**src/rtl/seq_control_unit_if.sv**
```systemverilog
// Handshake/strobe bundle between the instruction register, the sequencer and the datapath.
// With SEQ_STEP_EN defined the bundle also carries the single-step strobe.
interface seq_control_unit_if #(
    parameter int unsigned NT  = 6,
    parameter int unsigned OPW = 4
);
    logic           run_en;
    logic           resume;
    logic [OPW-1:0] opcode;
    logic           gt_flag;
    logic           zero_flag;
`ifdef SEQ_STEP_EN
    logic           step;
`endif
    logic [13:0]    ctrl;
    logic [NT-1:0]  tstate;
    logic           halted;
    logic           instr_done;

    // master: the sequencer itself; slave: the IR/datapath side
    modport master (
`ifdef SEQ_STEP_EN
        input  step,
`endif
        input  run_en, resume, opcode, gt_flag, zero_flag,
        output ctrl, tstate, halted, instr_done
    );

    modport slave (
`ifdef SEQ_STEP_EN
        output step,
`endif
        output run_en, resume, opcode, gt_flag, zero_flag,
        input  ctrl, tstate, halted, instr_done
    );
endinterface

```
**src/rtl/seq_control_unit.sv**
```systemverilog
// SAP-style control sequencer: internal one-hot T-state ring, microcode decode, HALT/resume.
// Optional single-step gating is enabled by defining SEQ_STEP_EN.
module seq_control_unit #(
    parameter int unsigned NT  = 6,
    parameter int unsigned OPW = 4
) (
    input  logic                clk,
    input  logic                reset,
    seq_control_unit_if.master  bus
);
    if (NT < 6) begin : g_nt_check
        $error("seq_control_unit: NT must be >= 6");
    end

    localparam logic [13:0] LP  = 14'h2000;
    localparam logic [13:0] EP  = 14'h1000;
    localparam logic [13:0] LM  = 14'h0800;
    localparam logic [13:0] EPR = 14'h0400;
    localparam logic [13:0] LI  = 14'h0200;
    localparam logic [13:0] EI  = 14'h0100;
    localparam logic [13:0] LA  = 14'h0080;
    localparam logic [13:0] EA  = 14'h0040;
    localparam logic [13:0] NEG = 14'h0020;
    localparam logic [13:0] EV  = 14'h0010;
    localparam logic [13:0] LB  = 14'h0008;
    localparam logic [13:0] LO  = 14'h0004;
    localparam logic [13:0] CO  = 14'h0002;
    localparam logic [13:0] PO  = 14'h0001;
    localparam logic [NT-1:0] T0 = NT'(1);

    typedef enum logic [0:0] {RUN, HALT} state_e;
    typedef enum logic [3:0] {
        OP_MOV, OP_ADD, OP_SUB, OP_JZ, OP_JGT, OP_JMP, OP_OUT, OP_HLT, OP_NOP
    } op_e;

    state_e        state_q, state_d;
    logic [NT-1:0] tstate_q, tstate_d;
    logic [13:0]   ctrl_w;
    logic          done_w;
    logic          legal;
    logic          step_ok;
    logic [31:0]   op_ext;
    op_e           op;

`ifdef SEQ_STEP_EN
    // load strobes only; enable strobes stay visible between steps
    localparam logic [13:0] LOAD_MASK = LP | LM | LI | LA | LB | LO | PO;
    assign step_ok = bus.step;
`else
    assign step_ok = 1'b1;
`endif

    always_ff @(posedge clk) begin
        if (reset) begin
            state_q  <= RUN;
            tstate_q <= T0;
        end else begin
            state_q  <= state_d;
            tstate_q <= tstate_d;
        end
    end

    always_comb begin
        op_ext = 32'(bus.opcode);
        case (op_ext)
            32'h0:   op = OP_MOV;
            32'h3:   op = OP_ADD;
            32'h4:   op = OP_SUB;
            32'h5:   op = OP_JZ;
            32'h6:   op = OP_JGT;
            32'h7:   op = OP_JMP;
            32'hE:   op = OP_OUT;
            32'hF:   op = OP_HLT;
            default: op = OP_NOP;
        endcase
    end

    always_comb begin
        state_d  = state_q;
        tstate_d = tstate_q;
        ctrl_w   = '0;
        done_w   = 1'b0;
        legal    = (tstate_q != '0) && ((tstate_q & (tstate_q - NT'(1))) == '0);

        if (!legal) begin
            state_d  = RUN;
            tstate_d = T0;
        end else if (state_q == HALT) begin
            if (bus.resume && step_ok) begin
                state_d  = RUN;
                tstate_d = T0;
            end
        end else if (bus.run_en) begin
            if (tstate_q[0]) begin
                ctrl_w = EP | LM;
            end else if (tstate_q[1]) begin
                ctrl_w = EPR | LI;
            end else if (tstate_q[2]) begin
                ctrl_w = LP;
                done_w = (op == OP_NOP);
            end else if (tstate_q[3]) begin
                done_w = 1'b1;
                case (op)
                    OP_MOV, OP_ADD, OP_SUB: begin
                        ctrl_w = EI | LM;
                        done_w = 1'b0;
                    end
                    OP_JZ:   ctrl_w = EI | (bus.zero_flag ? PO : 14'h0);
                    OP_JGT:  ctrl_w = EI | CO | (bus.gt_flag ? PO : 14'h0);
                    OP_JMP:  ctrl_w = EI | PO;
                    OP_OUT:  ctrl_w = EA | LO;
                    default: ctrl_w = '0;
                endcase
            end else if (tstate_q[4]) begin
                done_w = 1'b1;
                case (op)
                    OP_MOV:         ctrl_w = EPR | LA;
                    OP_ADD, OP_SUB: begin
                        ctrl_w = EPR | LB;
                        done_w = 1'b0;
                    end
                    default:        ctrl_w = '0;
                endcase
            end else if (tstate_q[5]) begin
                done_w = 1'b1;
                case (op)
                    OP_ADD:  ctrl_w = EV | LA;
                    OP_SUB:  ctrl_w = EV | NEG | LA;
                    default: ctrl_w = '0;
                endcase
            end else begin
                done_w = 1'b1;
            end

            // HLT parks on T3 rather than wrapping to T0
            if (step_ok) begin
                if (done_w && op == OP_HLT && tstate_q[3]) begin
                    state_d = HALT;
                end else if (done_w) begin
                    tstate_d = T0;
                end else begin
                    tstate_d = {tstate_q[NT-2:0], 1'b0};
                end
            end
        end
    end

`ifdef SEQ_STEP_EN
    assign bus.ctrl = step_ok ? ctrl_w : (ctrl_w & ~LOAD_MASK);
`else
    assign bus.ctrl = ctrl_w;
`endif
    assign bus.tstate     = tstate_q;
    assign bus.halted     = (state_q == HALT);
    assign bus.instr_done = done_w;
endmodule

```
**src/flat_wrapper.sv**
```systemverilog
// flat-port wrapper written by rule: the top's interface ports become plain ports
module seq_control_unit_flat 
#(
    parameter int unsigned NT  = 6,
    parameter int unsigned OPW = 4
)
  (clk, reset, bus_run_en, bus_resume, bus_opcode, bus_gt_flag, bus_zero_flag, bus_ctrl, bus_tstate, bus_halted, bus_instr_done);
  seq_control_unit_if #(.NT(NT), .OPW(OPW)) bus_i ();
  input  logic clk;
  input  logic reset;
  input wire logic [$bits(bus_i.run_en)-1:0] bus_run_en;
  input wire logic [$bits(bus_i.resume)-1:0] bus_resume;
  input wire logic [$bits(bus_i.opcode)-1:0] bus_opcode;
  input wire logic [$bits(bus_i.gt_flag)-1:0] bus_gt_flag;
  input wire logic [$bits(bus_i.zero_flag)-1:0] bus_zero_flag;
  output wire logic [$bits(bus_i.ctrl)-1:0] bus_ctrl;
  output wire logic [$bits(bus_i.tstate)-1:0] bus_tstate;
  output wire logic [$bits(bus_i.halted)-1:0] bus_halted;
  output wire logic [$bits(bus_i.instr_done)-1:0] bus_instr_done;
  assign bus_i.run_en = bus_run_en;
  assign bus_i.resume = bus_resume;
  assign bus_i.opcode = bus_opcode;
  assign bus_i.gt_flag = bus_gt_flag;
  assign bus_i.zero_flag = bus_zero_flag;
  assign bus_ctrl = bus_i.ctrl;
  assign bus_tstate = bus_i.tstate;
  assign bus_halted = bus_i.halted;
  assign bus_instr_done = bus_i.instr_done;
  seq_control_unit #(.NT(NT), .OPW(OPW)) u_core (.clk(clk), .reset(reset), .bus(bus_i));
endmodule
```
**config.mk**
```make
export PLATFORM = sky130hd
export DESIGN_NAME = seq_control_unit_flat
export DESIGN_NICKNAME = d
export VERILOG_FILES = /design/src/rtl/seq_control_unit_if.sv /design/src/rtl/seq_control_unit.sv /design/src/flat_wrapper.sv
export SDC_FILE = /design/constraint.sdc
export NUM_CORES = 1
export LEC_CHECK = 0
export CAP_MARGIN = 20
export CORE_MARGIN = 2
export CORE_UTILIZATION = 35
export CTS_CLUSTER_DIAMETER = 60
export DETAILED_ROUTE_END_ITERATION = 16
export PLACE_DENSITY = 0.65
export SYNTH_ARGS = -nofsm -noshare
export SYNTH_HDL_FRONTEND = slang
export SYNTH_SLANG_ARGS = --single-unit
```
**constraint.sdc**
```tcl
create_clock -name clk -period 2.64 [get_ports clk]
set_input_delay 0.396 -clock clk [delete_from_list [all_inputs] [get_ports clk]]
set_output_delay 0.396 -clock clk [all_outputs]
set_load 0.05 [all_outputs]
```
==> results.py <==
metrics = {
    "status": {
        "outcome": "completed",
    },
    "global_routing": {
        "grt_max_degree": 17,
        "antenna_found_initial": 0,
        "grt_usage_pct": 20.64,
        "grt_overflow": 0,
        "grt_pass1_wl_um": 4105,
        "grt_pass1_vias": 908,
    },
    "routing": {
        "drt-pass1-iter-count": 4,
        "drc": 0,
        "drt_iter0_drc": 15,
        "wl_um": 2453,
        "postRouteAntennaNets": 0,
        "vias": 984,
        "wl_per_cell_um": 13.63,
        "viasPerCell": 5.467,
    },
    "critical_path": {
        "cp.arrival_ns": 2.21,
        "crit_chain": "or3_4, or3_4, or2_4, nor2_4, and4b_1, buf_12",
        "cp_common_cell": "or3_4",
        "rr_worst_depth": 5,
        "cp.required_ns": 2.24,
        "cp_num_buf_inv": 1,
        "r2r_slack_ns": 0.87,
        "path_max_fanout": 5,
        "reg2reg_from": "u_core.bus.tstate[3]",
        "critPathLaunchType": "register",
        "max_stage_delay_ns": 0.41,
        "crit_path_end_kind": "output port",
        "worstSetupPathType": "reg2out",
        "cp_top_family": "simple AND/OR/NAND/NOR gates",
        "slowest_stage": "or3_4",
        "r2r_end": "u_core.bus.tstate[4]",
        "critPathLaunch": "u_core.bus.tstate[0]",
    },
    "cells_and_area": {
        "ff_latch_area_um2": 145.1,
        "multi_input_area_um2": 634.4,
        "nets": 165,
        "fillCellCount": 170,
        "synthToLayoutAreaGrowth_pct": 81.55,
        "num_antenna_cells": 0,
        "drive_gt1_share_pct": 30.07,
    },
    "clocking": {
        "holdBufCountCts": 0,
        "h-tree-depth": 1,
        "cts_tree": "done",
        "cts_buffers": 3,
        "path_clk_slew_ns": 0.05,
        "clkSinkCount": 7,
        "worst_skew_pair.late_latency_ns": 0.26,
        "root_buffer": "clkbuf_4",
        "cts_buffer_depth": 2,
    },
    "synthesis": {
        "syn_avg_cell_area_um2": 6.547,
        "yosysWarnings": 0,
        "syn_nets": 127,
        "ys_ff_latch": 7,
        "async_flop_share_pct": 0,
        "ys_seq_area_share_pct": 18.45,
        "synth_cells": 116,
        "synth_ff_type": "dfxtp_1",
        "syn_area_um2": 759.5,
        "synth_cell_type_count": 43,
        "synth_edf_count": 0,
    },
    "floorplanning": {
        "rows": 16,
        "ios": 32,
        "dieArea_um2": 2558,
        "fp.dieH_um": 50.58,
        "initial_core_util_pct": 37.94,
        "core_um2": 2002,
        "die_w_um": 50.58,
    },
    "worst_hold_path": {
        "holdPathEnd": "u_core.bus.tstate[1]",
        "holdPathStages": 2,
        "hp-class": "reg2reg",
        "hp-start": "u_core.bus.tstate[1]",
    },
    "timing": {
        "worst_pin_slew_ns": 0.4977,
        "fin_skew_ns": 0.001325,
        "maxSlewViolCount": 0,
        "fin_hold_ws_ns": 0.5075,
        "setup-violations-final": 0,
        "max_clock_freq_mhz": 384.4,
        "timing_hold_violations_final": 0,
        "finalCritPeriodShare_pct": 98.53,
        "min_period_ns": 2.601,
        "max_slew_margin_pct": 66.71,
        "grt_setup_unrepaired": "true",
    },
    "place": {
        "buffer_ports.inserted": 31,
        "dpl.hpwl_um": 1964,
        "place_congestion": 0.9196,
    },
    "power_and_ir_drop": {
        "power_mw": 0.4951,
        "p_leak_nw": 0.4986,
        "power_density_nw_per_um2": 359.1,
        "vdd_ir_drop_max_mv": 0.3476,
    },
    "flow_run": {
        "maxCapViolations": 0,
    },
}
[layout by cell type, fill, tap and decap left out, types with 2 or more instances in the layout]
cell,count
clkdlybuf4s50_1,16
nand2_1,15
buf_12,15
nor2_1,14
a21oi_1,11
buf_4,9
dfxtp_1,5
nand2b_1,3
inv_1,3
nor3_2,3
o21ai_1,3
nor3_1,3
or2_2,3
nor4b_1,3
clkbuf_4,3
or3_4,2
nand3_1,2
o21ai_0,2
and3_1,2
o211ai_1,2
or3_1,2
nor2b_1,2
a2bb2oi_1,2
[repair_timing]
| action | in CTS | in global routing |
|---|---|---|
| buffers inserted | 0 | 1 |
| endpoints found under the setup margin | 1 | 6 |
| pin swaps | 0 | 1 |
| resized for setup | 2 | 3 |
| hold endpoints to repair | 0 | 0 |
[power breakdown]
group	total [mW]	switching, mW	internal, mW
Combinational	0.267	0.152	0.115
Sequential	0.125	0.0112	0.114
Clock	0.103	0.0449	0.0580
Total	0.495	0.208	0.288
[cell usage after synthesis (2+ instances only)]
cell type	instances	share of area, %
nand2_1	15	7.4
nor2_1	15	7.4
a21oi_1	11	7.2
dfxtp_1	7	18
nor3_1	7	4.6
clkbuf_1	5	2.5
or3_1	4	3.3
inv_1	3	1.5
nand2b_1	3	2.5
nor4b_1	3	3.5
o21ai_1	3	2.0
or2_2	3	2.5
a2bb2oi_1	2	2.3
and3_1	2	1.6
nand3_1	2	1.3
nor2b_1	2	1.6
o211ai_1	2	2.0
o21ai_0	2	1.3
[sequential cells by signal, summed over array words and instances, names as in the netlist]
| register | flops |
|---|---|
| u_core.bus.halted | 1 |
| u_core.bus.tstate | 6 |
[stage by stage]
stage          area, um^2  TNS (ns)  setup WS (ns)  instances  util, %
3_3_place_gp         1324         0         0.1171        175    66.13
5_1_grt              1379  -0.02210       -0.01774        180    68.88
6_report             1379         0        0.03883        180    68.88
2_1_floorplan       807.0   -0.3953        -0.2857        116        -
4_1_cts              1360         0        0.02828        179    67.94
3_5_place_dp         1324         0        0.07942        175    66.13
[worst max path at each step]
stage	end	slack, ns	cells past startpoint
after floorplan	bus_instr_done	-0.29	6
after global placement	bus_instr_done	0.12	8
after detailed placement	u_core.bus.tstate[4]	0.08	7
after CTS	bus_ctrl[1]	0.03	6
after global routing	bus_instr_done	-0.02	8
final	bus_ctrl[1]	0.04	6
[tightest hold or removal path, cell delays in order (launching register included)]
cell and delay (ns):
dfxtp_2 0.34, nand2_1 0.06, a21oi_1 0.06
[final cells by class]
| cell class | instances | area share, % |
|---|---|---|
| clock buffers | 4 | 1.906 |
| well taps | 27 | 2.450 |
| inverters | 3 | 0.8167 |
| flip-flops and latches | 7 | 10.53 |
| multi-input cells | 99 | 46.01 |
| repair buffers | 40 | 38.29 |
[cell families after synthesis]
family,synth area share (%)
xor gates and xnor gates,1.153
AOI/OAI and AO/OA,25.54
adders and majority gates,1.647
buffers and inverters,5.601
and+or+nand+nor,47.61
DFF,18.45
[routing by layer]
metal,global-route usage (%),wire length [um]
met1,27.83,1139
met2,33.33,1155
met3,3.274,113
met4,6.757,45
met5,0,0
No activity file was read; power rests on OpenSTA's default activity.
